--- src/rtl/trap_ctrl_pkg.sv ---
`default_nettype none
// ============================================================================
// Module      : trap_ctrl_pkg
// Description : Shared definitions for the machine-mode trap sequencer:
//               CSR addresses, cause codes, mstatus bit positions, FSM
//               state encoding and mstatus rewrite helpers.
// Revision    : 1.0 - initial release
// ============================================================================
package trap_ctrl_pkg;

    // CSR addresses touched by the sequencer (mie/mtvec listed for reference)
    localparam logic [11:0] c_csr_mstatus = 12'h300;
    localparam logic [11:0] c_csr_mie     = 12'h304;
    localparam logic [11:0] c_csr_mtvec   = 12'h305;
    localparam logic [11:0] c_csr_mepc    = 12'h341;
    localparam logic [11:0] c_csr_mcause  = 12'h342;

    // Synchronous exception codes
    localparam logic [3:0] c_cause_misalign_fetch = 4'd0;
    localparam logic [3:0] c_cause_illegal        = 4'd2;
    localparam logic [3:0] c_cause_ebreak         = 4'd3;
    localparam logic [3:0] c_cause_misalign_load  = 4'd4;
    localparam logic [3:0] c_cause_misalign_store = 4'd6;
    localparam logic [3:0] c_cause_ecall_m        = 4'd11;

    // Interrupt codes; these double as the mie enable bit index
    localparam logic [3:0] c_irq_msi = 4'd3;
    localparam logic [3:0] c_irq_mti = 4'd7;
    localparam logic [3:0] c_irq_mei = 4'd11;

    // mstatus field positions
    localparam int c_mstatus_mie    = 3;
    localparam int c_mstatus_mpie   = 7;
    localparam int c_mstatus_mpp_lo = 11;
    localparam int c_mstatus_mpp_hi = 12;

    // Sequencer states
    typedef enum logic [2:0] {
        ST_IDLE     = 3'd0,
        ST_DRAIN    = 3'd1,
        ST_W_EPC    = 3'd2,
        ST_W_CAUSE  = 3'd3,
        ST_W_STATUS = 3'd4,
        ST_M_STATUS = 3'd5,
        ST_REDIRECT = 3'd6
    } trap_state_e;

    // Trap entry: stash MIE into MPIE, disable interrupts, record M-mode
    function automatic logic [31:0] mstatus_on_trap(input logic [31:0] s);
        logic [31:0] r;
        r                                   = s;
        r[c_mstatus_mpie]                   = s[c_mstatus_mie];
        r[c_mstatus_mie]                    = 1'b0;
        r[c_mstatus_mpp_hi:c_mstatus_mpp_lo] = 2'b11;
        return r;
    endfunction

    // mret: restore MIE from MPIE, set MPIE, drop MPP to user
    function automatic logic [31:0] mstatus_on_mret(input logic [31:0] s);
        logic [31:0] r;
        r                                   = s;
        r[c_mstatus_mie]                    = s[c_mstatus_mpie];
        r[c_mstatus_mpie]                   = 1'b1;
        r[c_mstatus_mpp_hi:c_mstatus_mpp_lo] = 2'b00;
        return r;
    endfunction

endpackage : trap_ctrl_pkg
`default_nettype wire

--- src/rtl/trap_irq_sel.sv ---
`default_nettype none
// ============================================================================
// Module      : trap_irq_sel
// Description : Interrupt pending/enable masking and fixed-priority encoder
//               (external > software > timer). Purely combinational.
// Revision    : 1.0 - initial release
// ============================================================================
module trap_irq_sel
    import trap_ctrl_pkg::*;
(
    input  logic       global_ie,
    input  logic       commit_valid,
    input  logic       irq_sw,
    input  logic       irq_timer,
    input  logic       irq_ext,
    input  logic       en_sw,
    input  logic       en_timer,
    input  logic       en_ext,
    output logic       irq_pend,
    output logic [3:0] irq_cause
);

    logic w_sw;
    logic w_timer;
    logic w_ext;

    assign w_sw    = irq_sw    & en_sw;
    assign w_timer = irq_timer & en_timer;
    assign w_ext   = irq_ext   & en_ext;

    // An interrupt needs a committing instruction to take its PC from
    always_comb begin
        irq_pend  = global_ie & commit_valid & (w_sw | w_timer | w_ext);
        irq_cause = 4'd0;
        if (w_ext) begin
            irq_cause = c_irq_mei;
        end else if (w_sw) begin
            irq_cause = c_irq_msi;
        end else if (w_timer) begin
            irq_cause = c_irq_mti;
        end
    end

endmodule : trap_irq_sel
`default_nettype wire

--- src/rtl/trap_ctrl.sv ---
`default_nettype none
// ============================================================================
// Module      : trap_ctrl
// Description : Machine-mode trap sequencer. Accepts exceptions, mret and
//               (optionally) interrupts, drains memory, writes mepc/mcause/
//               mstatus through the shared CSR write port and redirects
//               fetch. Idle cycles pass pipeline CSR writes straight through.
//               Build option: define TRAP_IRQ_EN to enable interrupts and
//               vectored trap targets.
// Revision    : 1.0 - initial release
// ============================================================================
module trap_ctrl
    import trap_ctrl_pkg::*;
#(
    parameter logic [31:0] RESET_PC = 32'h0000_0000
) (
    input  logic        clk,
    input  logic        rst,
    input  logic        exc_valid,
    input  logic [3:0]  exc_cause,
    input  logic [31:0] exc_pc,
    input  logic        mret_valid,
    input  logic        commit_valid,
    input  logic [31:0] commit_pc,
    input  logic        irq_sw,
    input  logic        irq_timer,
    input  logic        irq_ext,
    input  logic        mem_busy,
    input  logic [31:0] mstatus,
    input  logic [31:0] mie,
    input  logic [31:0] mtvec,
    input  logic [31:0] mepc,
    input  logic        pipe_csr_we,
    input  logic [11:0] pipe_csr_addr,
    input  logic [31:0] pipe_csr_wdata,
    output logic        pipe_csr_stall,
    output logic        csr_we,
    output logic [11:0] csr_waddr,
    output logic [31:0] csr_wdata,
    output logic        flush,
    output logic        busy,
    output logic        redirect_valid,
    output logic [31:0] redirect_pc,
    output logic        trap_taken
);

    trap_state_e r_state;
    trap_state_e w_next_state;

    logic        r_flush;
    logic [31:0] r_epc;
    logic [31:0] r_mtvec;
    logic [3:0]  r_cause;
    logic        r_is_irq;
    logic        r_is_mret;
    logic [31:0] r_redirect_hold;

    logic        w_idle;
    logic        w_irq_pend;
    logic [3:0]  w_irq_cause;
    logic        w_take_exc;
    logic        w_take_mret;
    logic        w_take_irq;
    logic        w_accept;
    logic [31:0] w_trap_target;
    logic [31:0] w_redirect_target;

`ifdef TRAP_IRQ_EN
    trap_irq_sel u_irq_sel (
        .global_ie    (mstatus[c_mstatus_mie]),
        .commit_valid (commit_valid),
        .irq_sw       (irq_sw),
        .irq_timer    (irq_timer),
        .irq_ext      (irq_ext),
        .en_sw        (mie[c_irq_msi]),
        .en_timer     (mie[c_irq_mti]),
        .en_ext       (mie[c_irq_mei]),
        .irq_pend     (w_irq_pend),
        .irq_cause    (w_irq_cause)
    );

    // Only the three machine interrupt enables are consulted
    logic w_unused_mie;
    assign w_unused_mie = ^{mie[31:12], mie[10:8], mie[6:4], mie[2:0]};
`else
    assign w_irq_pend  = 1'b0;
    assign w_irq_cause = 4'd0;

    // Interrupt-only inputs have no consumer without interrupt support
    logic w_unused_irq;
    assign w_unused_irq = ^{irq_sw, irq_timer, irq_ext, commit_valid, mie, r_mtvec[1:0]};
`endif

    // Event arbitration in IDLE: exception > mret > interrupt
    assign w_idle      = (r_state == ST_IDLE);
    assign w_take_exc  = w_idle & exc_valid;
    assign w_take_mret = w_idle & ~exc_valid & mret_valid;
    assign w_take_irq  = w_idle & ~exc_valid & ~mret_valid & w_irq_pend;
    assign w_accept    = w_take_exc | w_take_mret | w_take_irq;

    // Trap target: direct base, or base + 4*cause for vectored interrupts
    always_comb begin
        w_trap_target = {r_mtvec[31:2], 2'b00};
`ifdef TRAP_IRQ_EN
        if (r_is_irq && (r_mtvec[1:0] == 2'b01)) begin
            w_trap_target = {r_mtvec[31:2], 2'b00} + {26'd0, r_cause, 2'b00};
        end
`endif
    end

    // mret returns to the live mepc value seen during REDIRECT
    assign w_redirect_target = r_is_mret ? mepc : w_trap_target;

    // State register
    always_ff @(posedge clk) begin
        if (rst) begin
            r_state <= ST_IDLE;
        end else begin
            r_state <= w_next_state;
        end
    end

    // Event capture, registered flush and last-redirect hold
    always_ff @(posedge clk) begin
        if (rst) begin
            r_flush         <= 1'b0;
            r_epc           <= 32'd0;
            r_mtvec         <= 32'd0;
            r_cause         <= 4'd0;
            r_is_irq        <= 1'b0;
            r_is_mret       <= 1'b0;
            r_redirect_hold <= RESET_PC;
        end else begin
            r_flush <= w_accept;
            if (w_take_exc) begin
                r_epc     <= exc_pc;
                r_cause   <= exc_cause;
                r_is_irq  <= 1'b0;
                r_is_mret <= 1'b0;
                r_mtvec   <= mtvec;
            end else if (w_take_mret) begin
                r_is_irq  <= 1'b0;
                r_is_mret <= 1'b1;
            end else if (w_take_irq) begin
                r_epc     <= commit_pc;
                r_cause   <= w_irq_cause;
                r_is_irq  <= 1'b1;
                r_is_mret <= 1'b0;
                r_mtvec   <= mtvec;
            end
            if (r_state == ST_REDIRECT) begin
                r_redirect_hold <= w_redirect_target;
            end
        end
    end

    // Next-state and CSR-port/redirect decode
    always_comb begin
        w_next_state   = r_state;
        csr_we         = 1'b0;
        csr_waddr      = 12'd0;
        csr_wdata      = 32'd0;
        pipe_csr_stall = ~w_idle & pipe_csr_we;
        redirect_valid = 1'b0;
        redirect_pc    = r_redirect_hold;
        trap_taken     = 1'b0;

        case (r_state)
            ST_IDLE: begin
                // The faulting or squashed instruction must never write
                if (!w_accept) begin
                    csr_we    = pipe_csr_we;
                    csr_waddr = pipe_csr_addr;
                    csr_wdata = pipe_csr_wdata;
                end
                if (w_take_mret) begin
                    w_next_state = ST_M_STATUS;
                end else if (w_take_exc || w_take_irq) begin
                    w_next_state = mem_busy ? ST_DRAIN : ST_W_EPC;
                end
            end
            ST_DRAIN: begin
                if (!mem_busy) begin
                    w_next_state = ST_W_EPC;
                end
            end
            ST_W_EPC: begin
                csr_we       = 1'b1;
                csr_waddr    = c_csr_mepc;
                csr_wdata    = {r_epc[31:2], 2'b00};
                w_next_state = ST_W_CAUSE;
            end
            ST_W_CAUSE: begin
                csr_we       = 1'b1;
                csr_waddr    = c_csr_mcause;
                csr_wdata    = {r_is_irq, 27'd0, r_cause};
                w_next_state = ST_W_STATUS;
            end
            ST_W_STATUS: begin
                csr_we       = 1'b1;
                csr_waddr    = c_csr_mstatus;
                csr_wdata    = mstatus_on_trap(mstatus);
                w_next_state = ST_REDIRECT;
            end
            ST_M_STATUS: begin
                csr_we       = 1'b1;
                csr_waddr    = c_csr_mstatus;
                csr_wdata    = mstatus_on_mret(mstatus);
                w_next_state = ST_REDIRECT;
            end
            ST_REDIRECT: begin
                redirect_valid = 1'b1;
                redirect_pc    = w_redirect_target;
                trap_taken     = ~r_is_mret;
                w_next_state   = ST_IDLE;
            end
            default: begin
                w_next_state = ST_IDLE;
            end
        endcase
    end

    assign flush = r_flush;
    assign busy  = ~w_idle;

endmodule : trap_ctrl
`default_nettype wire

--- config.mk ---
export PLATFORM = sky130hd
export DESIGN_NAME = trap_ctrl
export DESIGN_NICKNAME = d
export VERILOG_FILES = /design/src/rtl/trap_ctrl_pkg.sv /design/src/rtl/trap_irq_sel.sv /design/src/rtl/trap_ctrl.sv
export SDC_FILE = /design/constraint.sdc
export NUM_CORES = 1
export LEC_CHECK = 0
export CAP_MARGIN = 30
export CORE_AREA = 4 4 128 130
export DETAILED_ROUTE_END_ITERATION = 7
export DIE_AREA = 0 0 132 134
export GPL_TIMING_DRIVEN = 0
export PLACE_DENSITY = 0.76
export SLEW_MARGIN = 5
export SYNTH_ARGS = -nofsm -noshare
export SYNTH_HDL_FRONTEND = slang
export SYNTH_SLANG_ARGS = --single-unit
--- constraint.sdc ---
create_clock -name clk -period 2 [get_ports clk]
set_clock_uncertainty 0.1 [all_clocks]
set_input_delay 0.3 -clock clk [delete_from_list [all_inputs] [get_ports clk]]
set_output_delay 0.3 -clock clk [all_outputs]
set_load 0.05 [all_outputs]
==> impl_metrics.yaml, run 1 <==
grt:
  use_met3_pct: 6.08
  met2_usage_pct: 41.3
  grt_overflow: 0
  grt_usage_pct: 23.3
  met1_usage_pct: 27.2
  grt_pass1_wl_mm: 32.3
  grt.busiest_layer: "met2"
  antenna_found_initial: 1
  grt_max_degree: 17
  grt_pass1_vias: 5814
synth:
  yosys.area.top_type: "dfxtp_1"
  synth_area_leaders: "dfxtp_1 42%, nand2_1 19%, a21oi_1 11%"
  synth_cells: 638
  netlist_area_mm2: 0.00478
  synth_seq_cells: 101
  synth_nets: 888
  yosys.area.top_type_share_pct: 42.3
  postSynthAreaPerCell_um2: 7.50
  synthArstFlopShare_pct: 0
  ys_seq_area_share_pct: 42.3
  synth_top_flop_cell: "dfxtp_1"
  ys_types: 34
  synth_edf_count: 0
  ys_warn_count: 0
place:
  place_hpwl_mm: 14.8
  gp_congestion: 0.836
  portBuffers: 256
  pre_cts_ws_ps: -1250
die:
  die_w_um: 132
  rows: 45
  initial_core_util_pct: 31.6
  die_h_um: 134
  fp.dieArea_mm2: 0.0177
  coreArea_mm2: 0.0151
  num_io_pins: 332
critical_path:
  crit_slowest_cell: "dfxtp_2"
  crit_path_end_kind: "primary output"
  cp.required_ps: 1600
  rr_startpoint: "r_state[1]"
  cp_max_fo: 7
  worstPathArrival_ps: 1820
  critPathLaunchType: "flop"
  cp_slowest_stage_delay_ps: 340
  rrSetupSlack_ps: 140
  critPathLaunch: "r_state[1]"
  crit_buf_inv: 3
  cp_cell_sequence: "buf_6 > nor2b_1 > clkbuf_8 > and3_1 > a221o_2 > buf_8"
  crit_family: "buffers and inverters"
  r2r_cells: 11
  path_class: "reg -> out"
  path_depth: 6
  endpoint: "csr_wdata[0]"
  r2r_end: "r_redirect_hold[18]"
sta:
  finalSetupTns_ps: -10390
  period_share_pct: 111
  fmax_mhz: 451
  worst_slew_pin_slew_ps: 573
  setup_ws_ps: -217
  min_period_ps: 2220
  rsz0062_at_grt: "yes"
  hold_viol: 0
  finalSetupViolations: 81
  slew_viol_final: 0
  slew_headroom_pct: 61.8
final_layout:
  antenna_cells: 0
  fin_util_pct: 64.6
  most-common-layout-cells: "173 x clkdlybuf4s50_1, 171 x nand2_1, 101 x a21oi_1"
  fill_cells: 1183
  multiInputGateArea_mm2: 0.00317
  area_growth_pct: 104
  mostFrequentLayoutCell: "clkdlybuf4s50_1"
  drive_gt1_share_pct: 36.0
  seq_area_mm2: 0.00203
  final_nets: 1209
clock_tree:
  cts_tree: "built"
  h-tree-depth: 3
  clock_latency_ps: 350
  clk_path_buf_depth: 2
  cts_hold_buf: 0
  cts.sinks: 101
  numCtsBuffers: 9
  clkTransAtPathRegs_ps: 70
  cts_root_buf: "clkbuf_16"
power:
  power.leakage_nw: 4.09
  ir_drop_mv: 0.370
  powerDensity_mw_per_mm2: 718
route:
  post_drt_wl_per_cell_um: 19.0
  drtIter0Drc: 268
  avgViaCountPerCell: 5.03
  post-route-drc-count: 0
  ant_nets: 0
  routed_wl_mm: 21.9
  dr.pass1.iters: 4
  vias: 5791
job:
  cap_violations: 0
hold_path:
  hold_path_class: "in -> reg"
status:
  failed_checks: "setup timing"
  status: "finished with violations"
-- power by group --
group	switching (mW)	total, mW	internal, mW
sequential	0.0941	2.25	2.15
combinational	1.52	2.92	1.40
clock	0.814	1.85	1.04
-- sequential cells by signal (all words and copies together), names as in the netlist --
register and count:
flush 1, r_cause 4, r_epc 30, r_is_mret 1, r_mtvec 30, r_redirect_hold 32
r_state 3
-- metrics by stage --
step	total power [mW]	instance area [um^2]	hold WS (ps)	std cells
after detailed placement	4.49	7630	342	1082
after global placement	4.47	7630	339	1082
after global routing	7.30	9780	335	1152
after CTS	6.86	9470	301	1140
final	7.02	9780	318	1152
after floorplan	3.57	4830	332	638
-- routing by layer --
| metal | share of wire (%) | up-vias |
|---|---|---|
| met1 | 40 | 2733 |
| met5 | 0.050 | - |
| met4 | 2.3 | 2 |
| li1 | - | 2809 |
| met3 | 6.7 | 35 |
| met2 | 51 | 212 |
-- cell type report --
| type | count | share of cell area, % |
|---|---|---|
| Tap cell | 188 | 2.41 |
| Clock inverter | 5 | 0.601 |
| Sequential cell | 101 | 20.8 |
| Clock buffer | 11 | 2.58 |
| Timing Repair Buffer | 312 | 35.4 |
| Multi-Input combinational cell | 480 | 32.4 |
| Inverter | 3 | 0.166 |
| Buffer | 52 | 5.59 |
-- cells in the mapped netlist (all sizes together), types with 3 or more instances --
master	number
inv	3
a221o	5
a22oi	25
nor2b	3
a211o	3
nor3	5
nand3	27
mux2	30
nand2	247
buf	27
dfxtp	101
a21oi	101
nor2	6
and3	9
clkbuf	27
-- cell families (layout without fill, tap and decap cells) --
group	after synthesis	after routing	share of synthesized area (%)
AND/OR/NAND/NOR	305	305	26.5
multiplexers	31	31	7.27
AO/OA/AOI/OAI	144	144	17.8
buffers and inverters	57	383	6.20
flip-flops	101	101	42.3
-- how the worst min path moves through the flow --
stage          cells past startpoint  slack [ps]          end        start
2_1_floorplan                      2         330     r_epc[3]     r_epc[3]
3_3_place_gp                       2         340  r_mtvec[23]  r_mtvec[23]
3_5_place_dp                       2         340     r_epc[3]     r_epc[3]
4_1_cts                            2         300   r_state[1]          rst
5_1_grt                            2         340     r_epc[2]          rst
6_report                           2         320     r_epc[2]          rst
-- repair_timing --
action / CTS / global route
resized for setup: 823 / 56
endpoints found under the setup margin: 81 / 113
cloned: 9 / 3
pin swaps: 59 / 27
buffers inserted: 35 / 13
Note: power is estimated with default switching activity, not from simulation.
==> run 2: changes to the inputs <==
Settings changed: CTS_CLUSTER_SIZE from default to 30.
Clock period 2 ns to 2.4 ns, I/O delays scaled along.
==> run 2 against run 1 <==
  * The flow now finishes without violations
  * Combinational power fell by 35%
  * Global-route usage fell by 2.5 points
  * Die area did not move
  * Non-clock buffer count fell by 45
  * Hold slack improved by 32 ps
  * Via count fell by 5.8%
  * Clock power fell by 16%
  * Critical path type unchanged
  * Largest cell class unchanged
  * Largest power group unchanged
==> impl_metrics.yaml, run 2 (synthesized netlist as in run 1, its figures left out) <==
die:
  num_io_pins: 332
  die_h_um: 134
  rows: 45
  fp.dieArea_mm2: 0.0177
  initial_core_util_pct: 31.6
  die_w_um: 132
  coreArea_mm2: 0.0151
final_layout:
  stdcell_count: 1107
  fin_util_pct: 52.5
  most-common-layout-cells: "247 x nand2_1, 173 x clkdlybuf4s50_1, 101 x a21oi_1"
  mostFrequentLayoutCell: "nand2_1"
  regMostFlops: "r_redirect_hold"
  final_nets: 1164
  largest_reg_flops: 32
  multiInputGateArea_mm2: 0.00251
  drive_gt1_share_pct: 20.5
  reg_top3: "r_redirect_hold (32), r_epc (30), r_mtvec (30)"
  seq_area_mm2: 0.00203
  fill_cells: 1513
  area_growth_pct: 66.1
  antenna_cells: 0
place:
  gp_congestion: 0.886
  portBuffers: 256
  numPlacedInstances: 1082
  place_hpwl_mm: 14.8
  pre_cts_ws_ps: -1040
power:
  clkPwrFrac_pct: 29.3
  ir_drop_mv: 0.288
  power.leakage_nw: 3.47
  power_frac_seq_pct: 35.0
  fin_total_pwr_mw: 5.31
  power.switching_mw: 1.81
  internal-power_mw: 3.50
  combinationalPowerShare_pct: 35.7
  netSwitchingFraction_pct: 34.1
  powerDensity_mw_per_mm2: 668
clock_tree:
  h-tree-depth: 3
  cts_tree: "built"
  cts_root_buf: "clkbuf_16"
  cts_hold_buf: 0
  cts.sinks: 101
  clkTransAtPathRegs_ps: 70
  clock_latency_ps: 340
  numCtsBuffers: 9
  clk_path_buf_depth: 2
critical_path:
  path_class: "reg -> out"
  crit_slowest_cell: "dfxtp_4"
  cp.required_ps: 1940
  crit_path_end_kind: "primary output"
  cp_slowest_stage_delay_ps: 370
  worstPathArrival_ps: 1890
  critPathLaunchType: "flop"
  cp_cell_sequence: "nor3_4 > inv_2 > nor3_4 > buf_6 > a221o_1 > buf_6"
  cp_max_fo: 6
sta:
  worst_slew_pin_slew_ps: 575
  rsz0062_at_grt: "yes"
  setup_ws_ps: 45.0
  slew_viol_final: 0
  hold_viol: 0
  slew_headroom_pct: 61.6
  min_period_ps: 2350
  finalSetupViolations: 0
  finalSetupTns_ps: 0
  fmax_mhz: 425
  period_share_pct: 98.1
route:
  dr.pass1.iters: 4
  post-route-drc-count: 0
  vias: 5453
  routed_wl_mm: 19.1
  avgViaCountPerCell: 4.93
  drtIter0Drc: 239
  ant_nets: 0
  post_drt_wl_per_cell_um: 17.2
hold_path:
  hold_path_class: "in -> reg"
grt:
  antenna_found_initial: 2
  grt_pass1_wl_mm: 29.0
  grt_overflow: 0
  grt_max_degree: 17
  grt_usage_pct: 20.8
  grt_pass1_vias: 5384
job:
  cap_violations: 0
status:
  status: "finished clean"
## run 2: metrics by stage
stage | hold slack, ps | cell area [um^2]
after global placement | 340 | 7580
after floorplan | 332 | 4780
final | 350 | 7950
after detailed placement | 343 | 7580
after global routing | 367 | 7950
after CTS | 339 | 7850
## run 2: timing repair
action	in CTS	in global routing
setup endpoints to repair	81	72
pin swaps	12	2
cloned	1	0
resized for setup	467	48
buffers inserted	10	1
## run 2: layout make-up
class / count / area share (%)
sequential: 101 / 25.6
timing repair buffer: 268 / 31.5
tap: 188 / 2.96
clock buffer: 12 / 3.35
clock inverter: 4 / 0.661
multi-input combinational: 480 / 31.6
inverter: 3 / 0.142
buffer: 51 / 4.24
## run 2: power groups by stage
| stage | combinational [mW] | clock [mW] | sequential [mW] |
|---|---|---|---|
| floorplan | 1.09 | 0 | 1.88 |
| global placement | 1.83 | 0 | 1.88 |
| detailed placement | 1.84 | 0 | 1.89 |
| CTS | 1.88 | 1.60 | 1.86 |
| global route | 2.02 | 1.67 | 1.87 |
| finish | 1.90 | 1.56 | 1.86 |
## run 2: path summary, 6_finish.rpt
kind                    from      endpoint  slack, ps  depth (start not counted)
setup reg to reg  r_state[0]     r_epc[29]        610                          6
hold reg to reg     r_epc[3]      r_epc[3]        350                          2
setup / recovery  r_state[0]  csr_wdata[0]         50                          6
hold / removal           rst      r_epc[3]        350                          2
## run 2: layer usage
layer	global-route usage, %	share of wire [%]
met1	24.0	41
met4	7.64	2.6
met2	36.8	49
met5	0	0.079
met3	5.74	7.6
## run 2: critical path: cells and delay by family (launching register included)
kind                   cells  cell delay (ps)
AND/OR/NAND/NOR            2              500
flip-flops                 1              370
AO/OA/AOI/OAI              1              220
buffers and inverters      3              470
==> run 3: changes to the inputs <==
Settings changed: CELL_PAD_IN_SITES_DETAIL_PLACEMENT from default to 1, CELL_PAD_IN_SITES_GLOBAL_PLACEMENT from default to 1, CORE_AREA 4 4 128 130 to default, CORE_MARGIN from default to 4, CORE_UTILIZATION from default to 23, DIE_AREA 0 0 132 134 to default, PLACE_DENSITY 0.76 to 0.82.
==> run 3 against run 2 <==
  * Final cell count is 7.6% higher
  * Via count is 0.99% higher
  * First-iteration DRC count is 34% lower
  * Die area is 31% higher
==> impl_metrics.yaml, run 3 (synthesized netlist as in run 1, its figures left out) <==
clock_tree:
  cts_hold_buf: 0
  clock_latency_ps: 350
  h-tree-depth: 3
  clkTransAtPathRegs_ps: 70
  cts_tree: "built"
  clk_path_buf_depth: 2
  cts.sinks: 101
  numCtsBuffers: 9
  cts_root_buf: "clkbuf_16"
status:
  status: "finished clean"
critical_path:
  timing.critical_path.mode_cell: "buf_6"
  path_class: "reg -> out"
  cp_max_fo: 5
  worstPathArrival_ps: 1940
  cp_slowest_stage_delay_ps: 370
  cp_cell_sequence: "nor3_4 > buf_6 > clkinvlp_4 > nor3_4 > buf_6 > buf_6 > a221o_1 > buf_6"
  crit_slowest_cell: "dfxtp_4"
  critPathLaunchType: "flop"
  crit_path_end_kind: "primary output"
  cp.required_ps: 1940
grt:
  grt_max_degree: 17
  grt_pass1_wl_mm: 32.7
  grt_pass1_vias: 5852
  antenna_found_initial: 0
  grt_overflow: 0
  grt_usage_pct: 17.7
place:
  numPlacedInstances: 1164
  gp_congestion: 0.884
  place_area_mm2: 0.00768
  place_hpwl_mm: 16.5
  pre_cts_ws_ps: -1050
  portBuffers: 256
final_layout:
  final_nets: 1166
  regMostFlops: "r_redirect_hold"
  stdcell_count: 1191
  fill_cells: 2505
  reg_top3: "r_redirect_hold (32), r_epc (30), r_mtvec (30)"
  largest_reg_flops: 32
  area_growth_pct: 67.5
  antenna_cells: 0
  most-common-layout-cells: "247 x nand2_1, 173 x clkdlybuf4s50_1, 101 x a21oi_1"
  design_area_mm2: 0.00802
  mostFrequentLayoutCell: "nand2_1"
  drive_gt1_share_pct: 20.4
power:
  fin_total_pwr_mw: 5.20
  powerDensity_mw_per_mm2: 648
  ir_drop_mv: 0.297
  power.leakage_nw: 3.48
sta:
  slew_viol_final: 0
  slew_headroom_pct: 56.6
  period_share_pct: 99.8
  min_period_ps: 2400
  rsz0062_at_grt: "yes"
  finalSetupTns_ps: 0
  worst_slew_pin_slew_ps: 651
  hold_viol: 0
  finalSetupViolations: 0
  fmax_mhz: 418
  setup_ws_ps: 4.90
route:
  avgViaCountPerCell: 4.62
  routed_wl_mm: 21.3
  drtIter0Drc: 157
  post_drt_wl_per_cell_um: 17.8
  post-route-drc-count: 0
  vias: 5507
  dr.pass1.iters: 4
  ant_nets: 0
die:
  die_w_um: 152
  num_io_pins: 332
  die_h_um: 152
  rows: 52
  coreArea_mm2: 0.0204
  fp.dieArea_mm2: 0.0232
  initial_core_util_pct: 23.5
job:
  cap_violations: 0
hold_path:
  hold_path_class: "reg -> reg"
[run 3: power by group]
group,total [mW],internal (mW),switching [mW]
clock,1.42,0.736,0.681
combinational,1.92,0.804,1.11
sequential,1.87,1.79,0.0726
total,5.20,3.33,1.87
[run 3: worst paths after layout]
check / from / endpoint / slack, ps / cells after the start
worst max-delay path: r_state[2] / csr_wdata[0] / 5 / 8
worst min-delay path: r_mtvec[24] / r_mtvec[24] / 360 / 2
worst max register to register: r_state[1] / r_mtvec[6] / 610 / 6
worst min register to register: r_mtvec[24] / r_mtvec[24] / 360 / 2
[run 3: final cells by class]
cell class / instances / area (um^2) / area share (%)
Buffer: 52 / 358 / 4.46
Timing Repair Buffer: 269 / 2500 / 31.1
Clock buffer: 11 / 243 / 3.03
Inverter: 3 / 15.0 / 0.187
Multi-Input combinational cell: 480 / 2500 / 31.2
Tap cell: 270 / 338 / 4.21
Clock inverter: 5 / 35.0 / 0.437
Sequential cell: 101 / 2030 / 25.3
[run 3: per-stage QoR]
stage | utilization, % | hold WS, ps
global placement | 37.7 | 339
CTS | 38.9 | 357
detailed placement | 37.7 | 347
finish | 39.4 | 355
global route | 39.4 | 367
floorplan | - | 332
[run 3: repair_timing]
| item | CTS | global route |
|---|---|---|
| pin swaps | 7 | 6 |
| setup buffers | 10 | 2 |
| cloned | 1 | 0 |
| gates resized for setup | 465 | 47 |
| setup endpoints to repair | 81 | 76 |
[run 3: critical path, delay by kind of cell (launching register included)]
kind                   cells  cell delay [ps]
buffers and inverters      5              690
and+or+nand+nor            2              330
DFF                        1              370
AOI/OAI and AO/OA          1              200
[run 3: metal layers]
| layer | up-vias | part of all wire [%] | GRT usage (%) |
|---|---|---|---|
| met5 | - | 0 | 0 |
| met4 | 0 | 1.4 | 3.81 |
| met3 | 21 | 5.7 | 4.80 |
| met2 | 185 | 50 | 31.4 |
| met1 | 2599 | 43 | 21.5 |
| li1 | 2702 | - | - |
